[src/rtl/lane_shiftreg.sv]
// Multi-lane serial shift register with parallel load, runtime direction, frame counter
// and a valid/ack frame holding register. Optional per-lane frame parity: LANE_SHIFTREG_PARITY_EN.
module lane_shiftreg #(
    parameter int WIDTH     = 9,
    parameter int LANES     = 1,
    parameter int FRAME_LEN = 9
) (
    input  logic                               clk,
    input  logic                               clr,
    input  logic                               en,
    input  logic                               load,
    input  logic                               dir,
    input  logic [LANES-1:0]                   sin,
    input  logic [LANES*WIDTH-1:0]             pin,
    output logic [LANES*WIDTH-1:0]             pout,
    output logic [LANES-1:0]                   sout,
    output logic [$clog2(FRAME_LEN+1)-1:0]     count,
    output logic                               done,
    output logic [LANES*WIDTH-1:0]             frame,
    output logic                               frame_vld,
    input  logic                               frame_ack,
    output logic                               ovr,
    output logic [LANES-1:0]                   frame_par
);

    localparam int CW = $clog2(FRAME_LEN + 1);

    logic [LANES*WIDTH-1:0] sreg_r, sreg_n, shift_s, frame_r, frame_n;
    logic [CW-1:0]          count_r, count_n;
    logic                   done_r, done_n, vld_r, vld_n, ovr_r, ovr_n;
    logic [LANES-1:0]       sout_s;
    logic                   last_s, complete_s;

    assign last_s     = (count_r == CW'(FRAME_LEN - 1));
    assign complete_s = en & ~load & last_s;

    // Per-lane shifted value and the bit about to leave, both following the current dir
    always_comb begin
        shift_s = '0;
        sout_s  = '0;
        for (int i = 0; i < LANES; i++) begin
            if (dir) begin
                shift_s[i*WIDTH +: WIDTH] = {sreg_r[i*WIDTH +: WIDTH-1], sin[i]};
                sout_s[i]                 = sreg_r[i*WIDTH + WIDTH - 1];
            end else begin
                shift_s[i*WIDTH +: WIDTH] = {sin[i], sreg_r[i*WIDTH + 1 +: WIDTH-1]};
                sout_s[i]                 = sreg_r[i*WIDTH];
            end
        end
    end

    // Next-state: load beats shift; frame capture and handshake on completion
    always_comb begin
        sreg_n  = sreg_r;
        count_n = count_r;
        done_n  = 1'b0;
        frame_n = frame_r;
        vld_n   = vld_r;
        ovr_n   = ovr_r;
        if (load) begin
            sreg_n  = pin;
            count_n = '0;
        end else if (en) begin
            sreg_n = shift_s;
            if (last_s) begin
                count_n = '0;
            end else begin
                count_n = count_r + CW'(1);
            end
        end else begin
            sreg_n  = sreg_r;
            count_n = count_r;
        end
        if (complete_s) begin
            frame_n = shift_s;
            vld_n   = 1'b1;
            done_n  = 1'b1;
            // Unconsumed frame being replaced is an overrun; a same-cycle ack is not
            if (vld_r && !frame_ack) begin
                ovr_n = 1'b1;
            end else begin
                ovr_n = ovr_r;
            end
        end else if (frame_ack && vld_r) begin
            vld_n = 1'b0;
        end else begin
            vld_n = vld_r;
        end
    end

    // State registers with synchronous clear
    always_ff @(posedge clk) begin
        if (clr) begin
            sreg_r  <= '0;
            count_r <= '0;
            done_r  <= 1'b0;
            frame_r <= '0;
            vld_r   <= 1'b0;
            ovr_r   <= 1'b0;
        end else begin
            sreg_r  <= sreg_n;
            count_r <= count_n;
            done_r  <= done_n;
            frame_r <= frame_n;
            vld_r   <= vld_n;
            ovr_r   <= ovr_n;
        end
    end

    assign pout      = sreg_r;
    assign sout      = sout_s;
    assign count     = count_r;
    assign done      = done_r;
    assign frame     = frame_r;
    assign frame_vld = vld_r;
    assign ovr       = ovr_r;

`ifdef LANE_SHIFTREG_PARITY_EN
    function automatic logic lane_parity(input logic [WIDTH-1:0] v);
        return ^v;
    endfunction

    logic [LANES-1:0] par_r, par_n;

    // Parity follows the captured frame, computed from the same post-shift value
    always_comb begin
        par_n = par_r;
        if (complete_s) begin
            for (int i = 0; i < LANES; i++) begin
                par_n[i] = lane_parity(shift_s[i*WIDTH +: WIDTH]);
            end
        end else begin
            par_n = par_r;
        end
    end

    // Parity register with synchronous clear
    always_ff @(posedge clk) begin
        if (clr) begin
            par_r <= '0;
        end else begin
            par_r <= par_n;
        end
    end

    assign frame_par = par_r;
`else
    assign frame_par = {LANES{1'b0}};
`endif

endmodule

[config.mk]
export PLATFORM = sky130hd
export DESIGN_NAME = lane_shiftreg
export DESIGN_NICKNAME = d
export VERILOG_FILES = /design/src/rtl/lane_shiftreg.sv
export SDC_FILE = /design/constraint.sdc
export NUM_CORES = 1
export LEC_CHECK = 0
export ABC_CLOCK_PERIOD_IN_PS = 3950
export CAP_MARGIN = 10
export CORE_UTILIZATION = 34
export CTS_CLUSTER_DIAMETER = 50
export CTS_CLUSTER_SIZE = 25
export DETAILED_ROUTE_END_ITERATION = 8
export PLACE_DENSITY = 0.72
export SLEW_MARGIN = 20
export SYNTH_ARGS = -nofsm -noshare
export SYNTH_HDL_FRONTEND = slang
export SYNTH_SLANG_ARGS = --single-unit
[constraint.sdc]
create_clock -name clk -period 3.95 [get_ports clk]
set_input_delay 0.395 -clock clk [delete_from_list [all_inputs] [get_ports clk]]
set_output_delay 0.395 -clock clk [all_outputs]
set_load 0.005 [all_outputs]
# Word level (Yosys, flattened, before mapping)
# Index checks and enable logic that the tools add are counted.
# W data, S select, Z words.
dict set report classes {
  n_reduce_logical 7
  n_bitwise 3
  n_mux 8
  add_sub_neg 1
  n_eq_ne 1
}
# op count
set ops {}
lappend ops {{$mux W9} 3}
lappend ops {{$add A4 B1 Y4 const B} 1}
lappend ops {{$eq A4 B4 Y1 const B} 1}
lappend ops {{$mux W1} 4}
lappend ops {{$mux W4} 1}
lappend ops {{$reduce_bool A2 Y1} 2}
lappend ops {{$and A1 B1 Y1} 2}
lappend ops {{$logic_and A1 B1 Y1} 2}
lappend ops {{$reduce_and A2 Y1} 1}
lappend ops {{$reduce_or A2 Y1} 1}
lappend ops {{$logic_not A1 Y1} 1}
lappend ops {{$not A1 Y1} 1}
dict set report word_totals {
  elab_cells 26
  regBits 25
  inputBits 16
}

# Longest topological paths before layout
dict set report logic_depth {
  word_depth 4
  depth_mapped 6
  mapped_depth_nobuf 5
}

# Worst setup path before layout
# Ideal clock, no wire load.
dict set report synth_timing {
  path_kind {register to register}
  from {register count_r[0], in the netlist count[0]}
  to {register frame_r[6], in the netlist frame[6]}
  synth_period_minus_slack_ps 1342
  t_required_ps 3823
  arrival_ps 1215
  path_stages_with_launch 7
  slack_ps 2608
  setup_ps 127
  path_cell_list {dfxtp_1 > inv_1 > ha_1 > and4b_1 > buf_4 > nand2b_1 > o32ai_1}
}
dict set report synth_via {
  elab_chain_len 2
}
# element line
set synth_lines {}
lappend synth_lines {{start: declaration} 29} ;# logic [CW-1:0] count_r, count_n;
lappend synth_lines {{start signal: assignment} 102} ;# count_r <= count_n;
lappend synth_lines {{$eq A4 B4 Y1} 34} ;# assign last_s = (count_r == CW'(FRAME_LEN - 1));
lappend synth_lines {{$and A1 B1 Y1} 35} ;# assign complete_s = en & ~load & last_s;
lappend synth_lines {{end signal: assignment} 104} ;# frame_r <= frame_n;
lappend synth_lines {{end: declaration} 28} ;# logic [LANES*WIDTH-1:0] sreg_r, sreg_n, shift_s, frame_r, frame_n;
# No other way between the ends.
# A chain may end at the register's enable or synchronous reset.

# Worst setup path in the final report
dict set report layout_timing {
  from {input port dir}
  to {output port sout}
}
dict set report layout_via {
  elab_chain_len 1
}
# element line
set layout_lines {}
lappend layout_lines {{start: declaration} 12} ;# input logic dir,
lappend layout_lines {{$mux W1} 42} ;# if (dir) begin
lappend layout_lines {{end: declaration} 16} ;# output logic [LANES-1:0] sout,
# No other way between the ends.

==> key figures <==
Status
  • Status: completed

Cells and area
  • Final #Nets: 185
  • Share of cells above drive strength 1: 4.819%
  • ANT cells: 0
  • Area Growth Syn to Fin: 36.75%
  • Fin util: 50.79%

Logic synthesis
  • Mapped Nets: 149
  • Synth cell count leaders: 25 x dfxtp_1, 18 x a21oi_1, 14 x nand2_1
  • Top cells by area, synth: dfxtp_1 43%, mux2i_1 8.5%, a21oi_1 7.7%
  • Syn_area_per_cell: 8.940 um2
  • Count leader, synth: dfxtp_1
  • Register bit total from synthesis: 25
  • Top cell type's share of synthesized area: 42.74%
  • Main synth FF type: dfxtp_1
  • Async SR Flop Fraction: 0%
  • Post-synth EDFFs: 0
  • Synthesized instance count: 131
  • Seq/Total Area, Yosys: 42.74%
  • Post-Syn Area: 0.001171 mm2
  • Ys Warns: 0
  • Synth cell types: 26
  • Synth area leader: dfxtp_1

Critical path
  • Worst EP required: 3560 ps
  • Cells on worst reg2reg path: 5
  • CP arrival: 2020 ps
  • R2r endpoint: frame[6]
  • Nature of the critical path endpoint: output pin
  • CP max FO: 10
  • R2R Setup Slk: 2480 ps
  • WS Path Type: input port to output pin
  • Critical Path Start Type: input port
  • Reg2reg start: count[0]

Drt
  • Mean routed wirelength per cell: 12.14 um
  • Drt pass-1 iters: 5
  • Antenna Violating Nets Remaining: 0
  • Routed wire length: 2550 um
  • DRC Markers: 0
  • Routed vias/inst: 4.995
  • Initial DRC Count: 29
  • Vias: 1049

GRT
  • Number of global-route vias before repair: 862
  • Total gr overflow: 0
  • First-pass GRT wire length: 3843 um
  • Initial antenna violation count: 0
  • GRT Total Usage: 13.99%
  • Largest net degree at the start of global routing: 27

Floorplan
  • Die width: 60.69 um
  • CORE AREA: 0.003153 mm2
  • # IOs: 43
  • Initial cell density of the core: 37.14%
  • Num rows: 20
  • Die Ht: 60.69 um
  • Die area: 0.003683 mm2

CTS
  • Post-CTS Repair Setup Buffers: 0
  • Cts bufs inserted: 3
  • Clock transition at the registers of the reported paths: 130 ps
  • Sink Count: 25
  • Worst-Skew Late Latency: 320 ps
  • PostCTS Resize Cnt: 0
  • Clock Path Buffers: 2
  • Hold_buf cts: 0
  • TritonCTS clock tree: done
  • Root Buffer: clkbuf_4
  • CTS H-tree lvls: 1

Placed design
  • RePlAce Congestion: 0.7198
  • Hpwl dp: 1976 um
  • Number of port buffers: 41

STA
  • Final hold viol count: 0
  • Clock Skew: 12.04 ps
  • Final slew viol count: 0
  • Fmax: 413.3 MHz
  • Worst-margin pin slew: 797.0 ps
  • Final setup viols: 0
  • RSZ-0062 raised after global routing: no
  • Slew headroom: 46.70%
  • Setup TNS: 0 ps
  • Crit share post-route: 61.25%
  • Min Tclk post-route: 2420 ps

Min path
  • Hold crit path type: register to register
  • Hold Crit Start: ovr
  • Worst Hold Endpoint: ovr
  • Hold depth: 2

Flow run
  • Max Cap Viol: 0

Power
  • Power, Total: 0.0004568 W
  • Peak supply drop: 0.0001925 V
  • Leakage power: 0.5944 nW
  • P per Cell Area: 285.2 mW/mm2
-- state kept, by name, summed over array words and instances (netlist names) --
signal	cells
ovr	1
frame	9
count	4
pout	9
frame_vld	1
done	1
-- stage by stage --
step                      std cells  hold WS, ps  area (um2)  setup WS, ps
final                           210        471.0        1602          1530
after floorplan                 131        447.9        1171          2608
after global placement          206        444.7        1572          1542
after detailed placement        206        452.7        1572          1517
after CTS                       210        472.0        1602          1517
after global routing            210        501.8        1602          1467
-- worst max-delay path, cell delays in order --
cell,delay (ps)
clkdlybuf4s50_1,790
mux2_2,390
clkdlybuf4s50_1,440
-- final cells by class --
type                       instances  area (um2)
clock buffer                       3       22.52
clock inverter                     1       7.507
fill                             316        1551
inverter                           8       30.03
multi-input combinational         88       575.6
sequential                        25       500.5
tap                               44       55.05
timing repair buffer              41       410.4
-- how the worst max path moves through the flow --
| stage | startpoint | endpoint | slack (ps) | cells after the start |
|---|---|---|---|---|
| after floorplan | count[0] | frame[6] | 2610 | 6 |
| after global placement | dir | sout | 1540 | 3 |
| after detailed placement | dir | sout | 1520 | 3 |
| after CTS | dir | sout | 1520 | 3 |
| after global routing | dir | sout | 1470 | 3 |
| final | dir | sout | 1530 | 3 |
-- power by group --
| part | internal, W | switching [W] | total [W] |
|---|---|---|---|
| Combinational | 0.0000415 | 0.0000316 | 0.0000731 |
| Clock | 0.0000387 | 0.0000778 | 0.000116 |
| Sequential | 0.000259 | 0.00000802 | 0.000267 |
| Total | 0.000339 | 0.000117 | 0.000457 |
-- cells in the final DEF (no fill, tap or decap), types with 3 or more instances in the layout --
| cell type | n |
|---|---|
| clkdlybuf4s50_1 | 41 |
| dfxtp_1 | 25 |
| a21oi_1 | 18 |
| nand2_1 | 14 |
| mux2i_1 | 10 |
| nor2_1 | 10 |
| a211o_1 | 9 |
| inv_1 | 8 |
| a211oi_1 | 6 |
| o32ai_1 | 4 |
| clkbuf_4 | 3 |
-- logic make-up after synthesis --
logic type | Yosys count | share of synthesized area [%]
buffers and inverters | 18 | 8.120
other | 1 | 0.3202
flip-flops | 25 | 42.74
AO/OA/AOI/OAI | 41 | 23.40
AND/OR/NAND/NOR | 33 | 13.78
adder cells (fa/ha/maj) | 2 | 2.136
multiplexers | 11 | 9.509
-- layer usage --
metal  routed length (um)  vias up  global-route usage [%]
met3                   89        4                   1.493
met4                   38        0                   5.844
li1                     -      534                       -
met1                 1245      482                   18.53
met2                 1177       29                   23.23
met5                    0        -                       0
Note: power is estimated with default switching activity, not from simulation.
